**config.mk**
```make
export PLATFORM = sky130hd
export DESIGN_NAME = shift_sequencer
export DESIGN_NICKNAME = d
export VERILOG_FILES = /design/src/rtl/shift_sequencer.sv
export SDC_FILE = /design/constraint.sdc
export NUM_CORES = 1
export LEC_CHECK = 0
export CORE_UTILIZATION = 30
export CTS_BUF_LIST = sky130_fd_sc_hd__clkbuf_8
export CTS_CLUSTER_DIAMETER = 80
export CTS_CLUSTER_SIZE = 14
export DETAILED_ROUTE_END_ITERATION = 10
export PLACE_DENSITY = 0.55
export SETUP_SLACK_MARGIN = 0.4
export SLEW_MARGIN = 20
export SYNTH_ARGS = -nofsm -noshare
export SYNTH_HDL_FRONTEND = slang
export SYNTH_SLANG_ARGS = --single-unit
```
**constraint.sdc**
```tcl
create_clock -name clk_i -period 2.6 [get_ports clk_i]
set_input_delay 0.52 -clock clk_i [delete_from_list [all_inputs] [get_ports clk_i]]
set_output_delay 0.52 -clock clk_i [all_outputs]
set_load 0.05 [all_outputs]
```
**src/rtl/shift_sequencer.sv**
```systemverilog
// Serial shift/rotate unit: moves the operand one bit position per clock and
// produces results bit-identical to the single-cycle combinational shifter.
module shift_sequencer #(
    parameter int DATA_W = 8,
    parameter int CNT_W  = 3
) (
    input  logic              clk_i,
    input  logic              rst_i,
    input  logic              start_i,
    input  logic [DATA_W-1:0] rs_i,
    input  logic [1:0]        ALUOp_i,
    input  logic [CNT_W-1:0]  count_i,
    output logic              busy_o,
    output logic              done_o,
    output logic [DATA_W-1:0] res_o,
    output logic              cout_o
);

    typedef enum logic [1:0] {IDLE, SHIFT, DONE} state_t;

    state_t            state, state_nxt;
    logic [DATA_W-1:0] work, work_nxt;
    logic              cout, cout_nxt;
    logic [1:0]        op, op_nxt;
    logic [CNT_W-1:0]  remaining, remaining_nxt;

    always_ff @(posedge clk_i or posedge rst_i) begin
        if (rst_i) begin
            state     <= IDLE;
            work      <= '0;
            cout      <= 1'b0;
            op        <= 2'b00;
            remaining <= '0;
        end else begin
            state     <= state_nxt;
            work      <= work_nxt;
            cout      <= cout_nxt;
            op        <= op_nxt;
            remaining <= remaining_nxt;
        end
    end

    always_comb begin
        state_nxt     = state;
        work_nxt      = work;
        cout_nxt      = cout;
        op_nxt        = op;
        remaining_nxt = remaining;
        case (state)
            IDLE, DONE: begin
                // DONE accepts a new request directly so back-to-back ops need no bubble
                if (start_i) begin
                    work_nxt      = rs_i;
                    op_nxt        = ALUOp_i;
                    cout_nxt      = 1'b0;
                    remaining_nxt = count_i;
                    state_nxt     = (count_i != '0) ? SHIFT : DONE;
                end else begin
                    state_nxt = IDLE;
                end
            end
            SHIFT: begin
                case (op)
                    2'b00: {cout_nxt, work_nxt} = {work, 1'b0};
                    2'b01: {work_nxt, cout_nxt} = {1'b0, work};
                    2'b10: begin
                        work_nxt = {work[DATA_W-2:0], work[DATA_W-1]};
                        cout_nxt = 1'b0;
                    end
                    default: begin
                        work_nxt = {work[0], work[DATA_W-1:1]};
                        cout_nxt = 1'b0;
                    end
                endcase
                remaining_nxt = remaining - CNT_W'(1);
                if (remaining == CNT_W'(1))
                    state_nxt = DONE;
            end
            default: state_nxt = IDLE;
        endcase
    end

    assign busy_o = (state == SHIFT);
    assign done_o = (state == DONE);
    assign res_o  = work;
    assign cout_o = cout;

endmodule

```
; Word level (Yosys, flattened, before mapping)
; Cells that the tools add are included.
[totals]
out_inout_bits = 11
elab_cells = 32
latchBits = 0
mem_bits_ro = 0
mem_count = 0
ff_bits = 16
ramBits = 0
inputBits = 16
[classes]
addsub = 1
reduce_logical = 7
eq_ne = 7
bitwise = 0
n_shift = 0
n_mux = 12
n_div = 0
n_mul = 0
magnitude_cmp = 0
[op_table]
columns = operator, count
row1 = $pmux W8 S3, 1
row2 = $pmux W8 S2, 1
row3 = $mux W8, 1
row4 = $mux W2, 3
row5 = $pmux W3 S2, 1
row6 = $eq A2 B1 Y1 const B, 2
row7 = $eq A2 B2 Y1 const B, 2
row8 = $logic_not A2 Y1, 2
row9 = $pmux W1 S2, 2
row10 = $pmux W2 S2, 1
row11 = $reduce_and A2 Y1, 2
row12 = $eq A3 B1 Y1 const B, 1
row13 = $mux W3, 1
row14 = $reduce_bool A3 Y1, 1
row15 = $sub A3 B1 Y3 const B, 1
row16 = $ne A2 B1 Y1 const B, 1
row17 = $ne A2 B2 Y1 const B, 1
row18 = $reduce_bool A2 Y1, 1
row19 = $reduce_or A2 Y1, 1
row20 = $mux W1, 1

; Depth between registers and ports, before layout
[depth]
ltp_word = 4
mapped_depth = 5
ltp_nobuf = 5

; Worst setup path after synthesis
; OpenSTA, ideal clock, no wires.
[synth_path]
path_kind = register to output
from = register state[0]
to = output done_o
setup_slack_ns = 1.004
n_path_buf = 0
required_time_ns = 2.080
arrival_time_ns = 1.076
stages_incl_launch_ff = 2
cell_sequence = dfrtp_1 nor2b_1
[synth_via]
elab_chain_cells = 1
[synth_rtl]
columns = item, line
row1 = "start, declared", 21  ; state_t state, state_nxt;
row2 = "start signal, assigned", 35  ; state <= state_nxt;
row3 = $eq A2 B2 Y1, 84  ; assign done_o = (state == DONE);
row4 = "end, declared", 14  ; output logic done_o,
; No other way between the ends.

; Final worst setup path
; Ends and elaborated chain as after synthesis.

==> impl_metrics.yaml <==
status:
  status: "completed"
sta:
  tightestPinTransition_ns: 0.6313
  period_needed_ns: 2.086
  finalCritPeriodShare: 0.8024
  hold_viol: 0
  max_freq_mhz: 479.3
  drv_slew: 0
  rsz0062_at_grt: "no"
  max_slew_margin: 0.5786
  fin_setup_tns_ns: 0
  hold_ws_ns: 0.4942
  setup_viol: 0
  layout_setup_ws_ns: 0.5137
  fin_worst_skew_ns: 0.008801
logic_synthesis:
  syn_area_sq_um: 860.8
  yosys_warnings: 0
  ys_types: 24
  synth_fp_nets: 112
  ys_top_cells_by_area: "dfrtp_1 (47%), nand2_1 (8.3%), nor2b_1 (6.5%)"
  seq_area_frac_synth: 0.4651
  avgSynthCellArea_sq_um: 9.158
  synth_cells: 94
  synth-seq-cells: 16
  yosys.area.top_type: "dfrtp_1"
  yosysTopAreaCellShare: 0.4651
cells_and_area:
  syn2layout_area_growth_pct: 36.77
  seq_area_sq_um: 400.4
  multi_input_area_sq_um: 399.1
  layout_commonest_cell: "clkdlybuf4s50_1"
  mostFrequentLayoutCells: "clkdlybuf4s50_1 (25), nand2_1 (19), dfrtp_1 (16)"
  drive_gt1_frac: 0.06723
  diodes: 0
  nNetsFinal: 138
  n_fill_cell: 282
clocking:
  clkSinkCount: 16
  cts-root-buf: "clkbuf_8"
  clk_pin_slew_ns: 0.07
  cts_resized: 0
  cts_setup_buffers: 0
  cts_tree: "done"
  clkLatencyLatePin_ns: 0.25
  h-tree-depth: 1
  clk_path_buf_depth: 2
  cts_buffers: 3
  hold_buffers: 0
critical_path:
  worstSetupPathType: "reg2out"
  crit_fanout: 4
  worst_path_max_delay_cell: "clkdlybuf4s50_1"
  critPathBufInv: 1
  critical_path_arrival_ns: 1.57
  cp_top_family: "buffers and inverters"
  reg2regPathDepth: 5
  worstPathCellList: "nor2b_1, clkdlybuf4s50_1"
  crit_required_ns: 2.08
  endpoint_kind: "output pin"
  cp-start-kind: "register"
  max_stage_delay_ns: 0.80
  ff2ff_setup_slack_ns: 1.26
  critical_path_depth: 2
power:
  power.total_mw: 1.740
  max-vdd-ir-drop_v: 0.0006756
  p_leak_nw: 0.5042
  p_per_area_nw_per_um2: 1478
floorplanning:
  fp.dieW_um: 55.57
  rows: 19
  initial_core_util: 0.3149
  die-area_sq_um: 3087
  core_region_area_sq_um: 2734
  io-pin-count: 27
  fp.dieH_um: 55.57
placed_design:
  gp_congestion: 0.7797
  port_buffers: 26
  dpl_worst_slack_ns: 0.7806
  dpl.hpwl_um: 1352
job:
  max_cap_violations: 0
drt:
  vias_per_cell: 4.967
  drc: 0
  final_antenna_net_count: 0
  wl_per_cell_um: 12.99
  totalWireLength_um: 1948
  num_vias: 745
  firstDrtPassIters: 4
  first_iter_violations: 17
global_routing:
  grt_max_degree: 22
  grt_pass1_vias: 713
  antenna_found_initial: 0
  gr-total-overflow: 0
  grt_use_total: 0.1359
  grt_pass1_wl_um: 3263
min_path:
  worstHoldPathType: "reg2reg"
  min_path_cells: 1
-- worst paths after layout --
check	endpoint	startpoint
max in group asynchronous	res_o[7]$_DFFE_PP0P_	rst_i
setup / recovery	done_o	state[0]$_DFFE_PP0P_
hold / removal	cout_o$_DFFE_PP0P_	cout_o$_DFFE_PP0P_
hold reg to reg	cout_o$_DFFE_PP0P_	cout_o$_DFFE_PP0P_
min in group asynchronous	remaining[2]$_DFFE_PP0P_	rst_i
setup reg to reg	remaining[1]$_DFFE_PP0P_	state[1]$_DFFE_PP0P_
-- where the power goes --
group          internal (mW)  switching (mW)  leakage [nW]
Sequential             0.379           0.147         0.191
Clock                  0.134          0.0882        0.0288
Combinational          0.388           0.603         0.285
Total                  0.902           0.839         0.504
-- cells in the mapped netlist --
library cell	n
o22ai_1	1
nor2b_1	9
nor3_1	5
a221o_1	2
mux2i_1	1
ha_1	2
buf_6	2
dfrtp_1	16
inv_2	1
a31oi_1	6
inv_1	4
a211oi_1	7
nor2_1	5
o211ai_1	1
o311ai_1	1
a21o_1	1
a22o_1	1
nand2_1	19
a21oi_1	1
a311oi_1	1
and2b_4	1
buf_2	4
nand3b_1	1
nand2b_1	2
-- logic make-up after synthesis --
family / share of synthesized area
compound gates: 0.1890
fa+ha+maj: 0.02907
buf+inv: 0.07121
flops: 0.4651
mux: 0.01163
simple gates: 0.2340
-- metrics by stage --
| stage | cell area (sq um) | instances | utilization |
|---|---|---|---|
| final | 1177 | 150 | 0.4307 |
| after global routing | 1177 | 150 | 0.4307 |
| after detailed placement | 1122 | 146 | 0.4105 |
| after floorplan | 860.8 | 94 | - |
| after CTS | 1177 | 150 | 0.4307 |
| after global placement | 1122 | 146 | 0.4105 |
-- worst register-to-register path: stages (launching register included) --
cell and delay [ns]:
dfrtp_1 0.37, nand2b_1 0.14, buf_4 0.20, inv_2 0.13, nor2_1 0.08, a221o_1 0.30
-- cell type report --
| type | count | area share |
|---|---|---|
| Timing Repair Buffer | 27 | 0.2253 |
| Clock buffer | 4 | 0.04676 |
| Inverter | 5 | 0.01594 |
| Sequential cell | 16 | 0.3401 |
| Multi-Input combinational cell | 67 | 0.3390 |
| Tap cell | 31 | 0.03294 |
-- sequential cells by signal, summed over array words and instances, names as in the netlist --
name and cells:
state 2, res_o 8, op 2, remaining 3, cout_o 1
-- routing by layer --
metal	global-route usage	wire [um]	vias up
met3	0.03747	68	2
met5	0	0	-
met4	0.05357	26	0
met2	0.2117	880	16
li1	-	-	381
met1	0.1786	971	346
Note: power is estimated with default switching activity, not from simulation.
